### config.mk
export PLATFORM = sky130hd
export DESIGN_NAME = mux_mode_sequencer_flat
export DESIGN_NICKNAME = d
export VERILOG_FILES = /design/src/rtl/mux_mode_sequencer_if.sv /design/src/rtl/mux_mode_sequencer.sv /design/src/flat_wrapper.sv
export SDC_FILE = /design/constraint.sdc
export NUM_CORES = 1
export LEC_CHECK = 0
export CORE_ASPECT_RATIO = 1.4
export CORE_MARGIN = 2
export CORE_UTILIZATION = 40
export CTS_BUF_LIST = sky130_fd_sc_hd__clkbuf_8 sky130_fd_sc_hd__clkbuf_16
export DETAILED_ROUTE_END_ITERATION = 12
export DONT_BUFFER_PORTS = 1
export PLACE_DENSITY = 0.52
export SKIP_LAST_GASP = 1
export SLEW_MARGIN = 30
export SYNTH_ARGS = -nofsm -noshare
export SYNTH_HDL_FRONTEND = slang
export SYNTH_SLANG_ARGS = --single-unit
### constraint.sdc
create_clock -name clk_in -period 2.08 [get_ports clk_in]
set_input_delay 0.416 -clock clk_in [delete_from_list [all_inputs] [get_ports clk_in]]
set_output_delay 0.416 -clock clk_in [all_outputs]
set_load 0.01 [all_outputs]
### src/rtl/mux_mode_sequencer_if.sv
// Purpose : bundles the button/auto/freeze/frame-strobe controls and the mode select outputs of the sequencer.
// Latency : none, wiring only.
// Backpressure: none; the outputs are level selects and one-cycle pulses with no ready.
// Ports   : master drives the controls and observes the selects; slave is the sequencer side.
interface mux_mode_sequencer_if;
    logic       btn_in;
    logic       auto_in;
    logic       freeze_in;
    logic       new_frame_in;
    logic       bg_out;
    logic       target_out;
    logic [1:0] mode_out;
    logic       pending_out;
    logic       mode_changed_out;

    modport master (
        output btn_in,
        output auto_in,
        output freeze_in,
        output new_frame_in,
        input  bg_out,
        input  target_out,
        input  mode_out,
        input  pending_out,
        input  mode_changed_out
    );

    modport slave (
        input  btn_in,
        input  auto_in,
        input  freeze_in,
        input  new_frame_in,
        output bg_out,
        output target_out,
        output mode_out,
        output pending_out,
        output mode_changed_out
    );
endinterface

### src/rtl/mux_mode_sequencer.sv
// Purpose : steps the pixel-mux display mode (camera / +crosshair / mask / +crosshair) on a debounced press or frame timer.
// Latency : button to pending ~2 sync + DEBOUNCE_CYCLES + 1 cycles; mode changes on the edge that samples new_frame_in.
// Backpressure: none; requests wait in a single coalescing pending bit until the next unfrozen frame boundary.
// Ports   : clk_in pixel clock, rst_in synchronous active-high reset, bus.slave carries the controls
//           (btn_in, auto_in, freeze_in, new_frame_in) and registered selects (bg_out, target_out, mode_out,
//           pending_out, mode_changed_out).
module mux_mode_sequencer #(
    parameter int DEBOUNCE_CYCLES = 742_500,
    parameter int AUTO_FRAMES     = 120
) (
    input  logic                 clk_in,
    input  logic                 rst_in,
    mux_mode_sequencer_if.slave  bus
);

    localparam int DB_W = (DEBOUNCE_CYCLES > 1) ? $clog2(DEBOUNCE_CYCLES) : 1;
    localparam int FC_W = (AUTO_FRAMES > 1) ? $clog2(AUTO_FRAMES) : 1;
    localparam logic [DB_W-1:0] DB_LAST = DB_W'(DEBOUNCE_CYCLES - 1);
    localparam logic [FC_W-1:0] FC_LAST = FC_W'(AUTO_FRAMES - 1);

    typedef enum logic [1:0] {
        MODE_CAMERA       = 2'b00,
        MODE_CAMERA_XHAIR = 2'b01,
        MODE_MASK         = 2'b10,
        MODE_MASK_XHAIR   = 2'b11
    } mode_t;

    logic            sync_a;
    logic            sync_b;
    logic            db_level;
    logic [DB_W-1:0] db_cnt;
    logic            press;
    logic [FC_W-1:0] frame_cnt;
    logic            pending;
    mode_t           mode_q;
    mode_t           mode_d;
    logic            changed_q;

    logic            frame_go;
    logic            auto_adv;
    logic            commit;

    // Button path: two-flop synchronizer, then a stability counter. The press
    // pulse is registered alongside the level flip so it appears in the first
    // cycle the debounced level reads high.
    always_ff @(posedge clk_in) begin
        if (rst_in) begin
            sync_a   <= 1'b0;
            sync_b   <= 1'b0;
            db_level <= 1'b0;
            db_cnt   <= '0;
            press    <= 1'b0;
        end else begin
            sync_a <= bus.btn_in;
            sync_b <= sync_a;
            press  <= 1'b0;
            if (sync_b == db_level) begin
                db_cnt <= '0;
            end else if (db_cnt == DB_LAST) begin
                db_level <= sync_b;
                db_cnt   <= '0;
                press    <= sync_b;
            end else begin
                db_cnt <= db_cnt + DB_W'(1);
            end
        end
    end

    assign frame_go = bus.new_frame_in && !bus.freeze_in;
    assign auto_adv = frame_go && bus.auto_in && (frame_cnt == FC_LAST);
    // A press landing on the boundary cycle is folded into this commit rather
    // than parked in pending for the following frame.
    assign commit   = frame_go && (pending || press || auto_adv);

    // Frame timer: auto_in low forces zero, freeze holds the count so auto
    // cycling resumes where it left off.
    always_ff @(posedge clk_in) begin
        if (rst_in) begin
            frame_cnt <= '0;
        end else if (!bus.auto_in) begin
            frame_cnt <= '0;
        end else if (frame_go) begin
            frame_cnt <= (frame_cnt == FC_LAST) ? '0 : frame_cnt + FC_W'(1);
        end
    end

    // Pending is cleared on every unfrozen boundary: either it was consumed by
    // the commit or it was already zero.
    always_ff @(posedge clk_in) begin
        if (rst_in) begin
            pending <= 1'b0;
        end else if (bus.freeze_in) begin
            pending <= 1'b0;
        end else if (bus.new_frame_in) begin
            pending <= 1'b0;
        end else if (press) begin
            pending <= 1'b1;
        end
    end

    always_ff @(posedge clk_in) begin
        if (rst_in) begin
            mode_q    <= MODE_CAMERA;
            changed_q <= 1'b0;
        end else begin
            mode_q    <= mode_d;
            changed_q <= commit;
        end
    end

    always_comb begin
        mode_d = mode_q;
        if (commit) begin
            case (mode_q)
                MODE_CAMERA:       mode_d = MODE_CAMERA_XHAIR;
                MODE_CAMERA_XHAIR: mode_d = MODE_MASK;
                MODE_MASK:         mode_d = MODE_MASK_XHAIR;
                MODE_MASK_XHAIR:   mode_d = MODE_CAMERA;
                default:           mode_d = MODE_CAMERA;
            endcase
        end
    end

    assign bus.mode_out         = mode_q;
    assign bus.bg_out           = mode_q[1];
    assign bus.target_out       = mode_q[0];
    assign bus.pending_out      = pending;
    assign bus.mode_changed_out = changed_q;

endmodule

### src/flat_wrapper.sv
// flat-port wrapper written by rule: the top's interface ports become plain ports
module mux_mode_sequencer_flat 
#(
    parameter int DEBOUNCE_CYCLES = 742_500,
    parameter int AUTO_FRAMES     = 120
)
  (clk_in, rst_in, bus_btn_in, bus_auto_in, bus_freeze_in, bus_new_frame_in, bus_bg_out, bus_target_out, bus_mode_out, bus_pending_out, bus_mode_changed_out);
  mux_mode_sequencer_if bus_i ();
  input  logic clk_in;
  input  logic rst_in;
  input wire logic [$bits(bus_i.btn_in)-1:0] bus_btn_in;
  input wire logic [$bits(bus_i.auto_in)-1:0] bus_auto_in;
  input wire logic [$bits(bus_i.freeze_in)-1:0] bus_freeze_in;
  input wire logic [$bits(bus_i.new_frame_in)-1:0] bus_new_frame_in;
  output wire logic [$bits(bus_i.bg_out)-1:0] bus_bg_out;
  output wire logic [$bits(bus_i.target_out)-1:0] bus_target_out;
  output wire logic [$bits(bus_i.mode_out)-1:0] bus_mode_out;
  output wire logic [$bits(bus_i.pending_out)-1:0] bus_pending_out;
  output wire logic [$bits(bus_i.mode_changed_out)-1:0] bus_mode_changed_out;
  assign bus_i.btn_in = bus_btn_in;
  assign bus_i.auto_in = bus_auto_in;
  assign bus_i.freeze_in = bus_freeze_in;
  assign bus_i.new_frame_in = bus_new_frame_in;
  assign bus_bg_out = bus_i.bg_out;
  assign bus_target_out = bus_i.target_out;
  assign bus_mode_out = bus_i.mode_out;
  assign bus_pending_out = bus_i.pending_out;
  assign bus_mode_changed_out = bus_i.mode_changed_out;
  mux_mode_sequencer #(.DEBOUNCE_CYCLES(DEBOUNCE_CYCLES), .AUTO_FRAMES(AUTO_FRAMES)) u_core (.clk_in(clk_in), .rst_in(rst_in), .bus(bus_i));
endmodule
After elaboration in Yosys (flattened, before gate mapping)
Index checks and enable logic that the tools add are counted.
{"block": "op_classes", "n_addsub": 2, "bitwise_logic": 3, "n_eq_ne": 6, "n_mux": 2, "reduce_logical": 13}
{"cell": "$add 20x1->20 const B", "n": 1}
{"cell": "$eq 20x20->1 const B", "n": 1}
{"cell": "$reduce_or 3->1", "n": 3}
{"cell": "$pmux 2 s4", "n": 1}
{"cell": "$add 7x1->7 const B", "n": 1}
{"cell": "$eq 7x7->1 const B", "n": 1}
{"cell": "$mux 7", "n": 1}
{"cell": "$eq 2x2->1 const B", "n": 2}
{"cell": "$logic_and 1x1->1", "n": 4}
{"cell": "$not 1->1", "n": 3}
{"cell": "$eq 2x1->1 const B", "n": 1}
{"cell": "$logic_not 2->1", "n": 1}
{"cell": "$logic_or 1x1->1", "n": 2}
{"cell": "$reduce_and 2->1", "n": 1}
{"cell": "$reduce_or 2->1", "n": 1}
{"cell": "$eq 1x1->1", "n": 1}
{"cell": "$logic_not 1->1", "n": 1}
{"block": "totals", "register_bits": 35, "output_inout_bits": 6, "input_bits": 6, "elab_cells": 35}

Depth between registers and ports, before layout
{"block": "logic_depth", "word_depth": 6, "mapped_depth": 6, "ltp_nobuf": 5}

Worst setup path after synthesis
No wires, ideal clock.
{"block": "synth_timing", "path_type": "flip-flop to flip-flop", "startpoint": "reg u_core.db_cnt[0]", "endpoint": "reg u_core.db_cnt[13]", "synth_period_minus_slack_ps": 1533, "setup_time_ps": 117, "setup_slack_ps": 547, "path_buffers": 1, "t_required_ps": 1963, "arrival_ps": 1416, "path_stages_with_launch": 7, "path_cell_list": "dfxtp_1 -> ha_1 -> nor4bb_1 -> nand4_1 -> o211ai_2 -> buf_2 -> nor2_1"}
{"block": "synth_between", "elab_chain_len": 2, "elab_cells_between_ends": 3, "classes_between": "add/sub: 1; eq/ne: 1; reduce/logical: 1"}
{"item": "start: declaration", "line_no": "mux_mode_sequencer.sv:31", "rtl": "logic [DB_W-1:0] db_cnt;"}
{"item": "start signal: assignment", "line_no": "mux_mode_sequencer.sv:64", "rtl": "db_cnt <= db_cnt + DB_W'(1);"}
{"item": "branches (longest 2 deep; another with $add 20x1->20)"}
Parallel ways; which one is timed is not known.
A chain may end at the register's enable or synchronous reset.

Worst setup path after layout
{"block": "layout_timing", "startpoint": "reg u_core.db_cnt[0]", "endpoint": "reg u_core.db_cnt[15]"}
Same word-level chain as after synthesis.

==> reports/summary.md <==
## Status
• finished clean — run status

## Critical path
• sky130_fd_sc_hd__dfxtp_1 — slowest cell on the critical path
• 1 — CP Buf/Inv Count
• u_core.db_cnt[0] — RR Startpoint
• u_core.db_cnt[0] — launch point of the worst path
• 20 — Worst Path Max Fanout
• 6 — path length in cells of the critical path
• simple AND/OR/NAND/NOR gates — cell family with most CP delay
• 2.25 ns — critical path required time
• 0.41 ns — maximum single-stage delay on the critical path
• ha_1 -> nor4bb_1 -> nand4_1 -> o211ai_2 -> buf_4 -> nor2_1 — critical-path cell list
• 1.99 ns — Arr. time, crit path
• register — startpoint type of the worst setup path
• u_core.db_cnt[15] — capture instance of the worst register-to-register path
• 6 — length in cells of the worst reg-to-reg path
• register — CP Capture Type
• reg2reg — path type of the worst setup path
• u_core.db_cnt[15] — end point of the critical path
• 0.26 ns — setup slack, reg-to-reg

## Clock tree
• 2 — level count of the clock H-tree
• done — clock tree from TritonCTS
• 0 — number of resized instances in the post-cts repair step
• sky130_fd_sc_hd__clkbuf_8 — Clock Tree Root
• 35 — clock net sink count
• 2 — clock buffer depth
• 0.28 ns — worst skew pair latency
• 0 — number of buffers added to fix hold violations after cts
• 0 — Post CTS Setup Buffer Count
• 5 — cts bufs inserted
• 0.07 ns — clock slew at the register clock pins of the worst setup and hold paths

## Logic synthesis
• 173 — cells after synthesis
• 35 — number of register bits inferred by synthesis
• 44.44% — sequential element share of the synthesized area
• 35 — synth unique cells
• 44.44% — share of Yosys cell area claimed by the top area cell type
• 1577 um2 — cell area after technology mapping
• 9.113 um2 — average instance area after synthesis
• sky130_fd_sc_hd__dfxtp_1 — cell accounting for the most synthesized area
• sky130_fd_sc_hd__dfxtp_1 44%, sky130_fd_sc_hd__nor2_1 6.9%, sky130_fd_sc_hd__xnor2_1 6.7% — largest cells by area after synthesis
• 183 — synthesized netlist net count
• 0 — Warnings, synthesis

## Floorplanning
• 57.06 um — Die Wd
• 3851 um2 — core area
• 4467 um2 — area of the die
• 40.94% — starting density of the core
• 12 — number of top-level pins
• 27 — placement row count
• 78.28 um — Chip Height

## Placed design
• 0.7370 — weighted congestion at the end of routability-driven global placement
• 2.162 mm — detailed placer's ending HPWL
• 0 — port bufs

## STA
• 68.35% — Slew HR
• 87.58% — Final period util
• 0.1959 ns — hold slack final
• 0 ns — final setup TNS
• 549.0 MHz — peak clock frequency supported by timing
• 0.4712 ns — transition at the pin with the smallest max-transition slack
• 0 — number of hold-slack violations in the final timing report
• 0.006272 ns — Fin Clk Skew
• 0 — final setup violation count
• no — setup repair after global routing missed its margin
• 0 — Slew Limit Fails
• 1.822 ns — final critical-path required period

## Routing
• 37 — number of DRC violations after detailed-routing iteration 0
• 5.271 — routed via count divided by cell count
• 0 — remaining design rule violation count
• 2.898 mm — overall routed net length
• 0 — antenna violation net count after detailed routing
• 4 — TritonRoute pass-1 iters
• 1165 — total via count in the routed design
• 13.11 um — average detailed-routed wire length per instance

## Pwr
• 0.0004813 V — Max rail drop VDD
• 682.5 nW/um2 — power density of the placed cells
• 1.157 mW — post-layout total power
• 0.5694 nW — leakage power of the design

## Global route
• 0 — antenna violations before repair
• 21 — maximum number of pins on one net before global-route repair
• 14.29% — total global-route track usage
• 0 — remaining global-route overflow
• 5.009 mm — global-route wire length before repair
• 1212 — vias in the first global route

## Layout
• 187 — layout net count
• 9.551% — fraction of layout cells with a size suffix above 1
• 35 x sky130_fd_sc_hd__dfxtp_1, 29 x sky130_fd_sc_hd__nor2_1, 12 x sky130_fd_sc_hd__xnor2_1 — most frequent cells in the layout
• 0 — Inserted Diodes
• sky130_fd_sc_hd__dfxtp_1 — most common cell after layout, fill and taps aside
• 7.540% — area growth from synthesis to layout

## Run
• 0 — number of maximum-capacitance violations

## Hold path
• in2reg — Worst Hold Class

==> cells by family (layout without fill, tap and decap cells) <==
logic type	Yosys count	after routing	synth area share, %
buf+inv	14	19	4.364
mux	3	3	1.905
flops	35	35	44.44
xor+xnor	21	21	11.67
compound gates	12	12	5.872
fa+ha+maj	4	4	3.175
simple gates	84	84	28.57
==> registers in the layout (all words and copies together) (netlist names) <==
signal                       cells
u_core.bus.mode_out              2
u_core.db_cnt                   20
u_core.bus.pending_out           1
u_core.frame_cnt                 7
u_core.press                     1
u_core.sync_a                    1
u_core.db_level                  1
u_core.bus.mode_changed_out      1
u_core.sync_b                    1
==> power by group <==
part	internal, mW	total (mW)	switching (mW)
logic	0.00693	0.0171	0.0102
registers	0.673	0.675	0.00243
clock network	0.229	0.465	0.236
total	0.909	1.16	0.248
==> worst reg2reg max path: stages (launching register included) <==
cell,delay [ns]
sky130_fd_sc_hd__dfxtp_1,0.41
sky130_fd_sc_hd__ha_1,0.23
sky130_fd_sc_hd__nor4bb_1,0.27
sky130_fd_sc_hd__nand4_1,0.26
sky130_fd_sc_hd__o211ai_2,0.19
sky130_fd_sc_hd__buf_4,0.27
sky130_fd_sc_hd__nor2_1,0.08
==> Yosys cell counts <==
master                      n
sky130_fd_sc_hd__a211oi_1   1
sky130_fd_sc_hd__a21bo_2    1
sky130_fd_sc_hd__a21o_1     2
sky130_fd_sc_hd__a21oi_1    2
sky130_fd_sc_hd__a21oi_2    1
sky130_fd_sc_hd__a32oi_1    1
sky130_fd_sc_hd__and4_1     1
sky130_fd_sc_hd__and4_2     1
sky130_fd_sc_hd__and4b_1    3
sky130_fd_sc_hd__buf_2      1
sky130_fd_sc_hd__buf_4      2
sky130_fd_sc_hd__buf_6      1
sky130_fd_sc_hd__clkbuf_1   1
sky130_fd_sc_hd__dfxtp_1   35
sky130_fd_sc_hd__ha_1       4
sky130_fd_sc_hd__inv_1      9
sky130_fd_sc_hd__mux2i_1    3
sky130_fd_sc_hd__nand2_1   10
sky130_fd_sc_hd__nand3_1    6
sky130_fd_sc_hd__nand3b_1   1
sky130_fd_sc_hd__nand4_1    5
sky130_fd_sc_hd__nand4_2    2
sky130_fd_sc_hd__nor2_1    29
sky130_fd_sc_hd__nor2b_1    4
sky130_fd_sc_hd__nor3_1     9
sky130_fd_sc_hd__nor4_1     5
sky130_fd_sc_hd__nor4b_1    1
sky130_fd_sc_hd__nor4bb_1   2
sky130_fd_sc_hd__o211ai_2   1
sky130_fd_sc_hd__o21a_1     2
sky130_fd_sc_hd__o21ai_0    1
sky130_fd_sc_hd__or2_2      2
sky130_fd_sc_hd__or3_1      3
sky130_fd_sc_hd__xnor2_1   12
sky130_fd_sc_hd__xor2_1     9
==> routing by layer <==
metal | wire length (um) | GRT usage [%]
met1 | 1186 | 14.64
met4 | 30 | 6.512
met2 | 1576 | 25.86
met3 | 104 | 4.448
met5 | 0 | 0
==> worst min path at each step <==
stage                        startpoint             to  slack [ns]  depth (start not counted)
final                            rst_in  u_core.sync_a        0.20                          1
after global routing             rst_in  u_core.sync_a        0.18                          1
after CTS                        rst_in  u_core.sync_a        0.18                          1
after detailed placement  u_core.sync_a  u_core.sync_b        0.43                          1
after global placement    u_core.sync_a  u_core.sync_b        0.42                          1
after floorplan           u_core.sync_a  u_core.sync_b        0.41                          1
==> stage by stage <==
stage	setup slack, ns	utilization [%]	instance area, um2	std cells
4_1_cts	0.2469	44.02	1695	221
3_5_place_dp	0.3078	41.81	1610	213
3_3_place_gp	0.4146	41.81	1610	213
5_1_grt	0.1131	44.02	1695	221
6_report	0.2583	44.02	1695	221
2_1_floorplan	0.5468	-	1577	173
==> layout make-up <==
class / instances / area, um2
clock buffer: 5 / 68.82
clock inverter: 3 / 16.27
sequential: 35 / 700.7
timing repair buffer: 2 / 15.01
inverter: 9 / 33.78
fill: 400 / 2156
multi-input combinational: 124 / 807.0
tap: 43 / 53.80
Note: power is estimated with default switching activity, not from simulation.
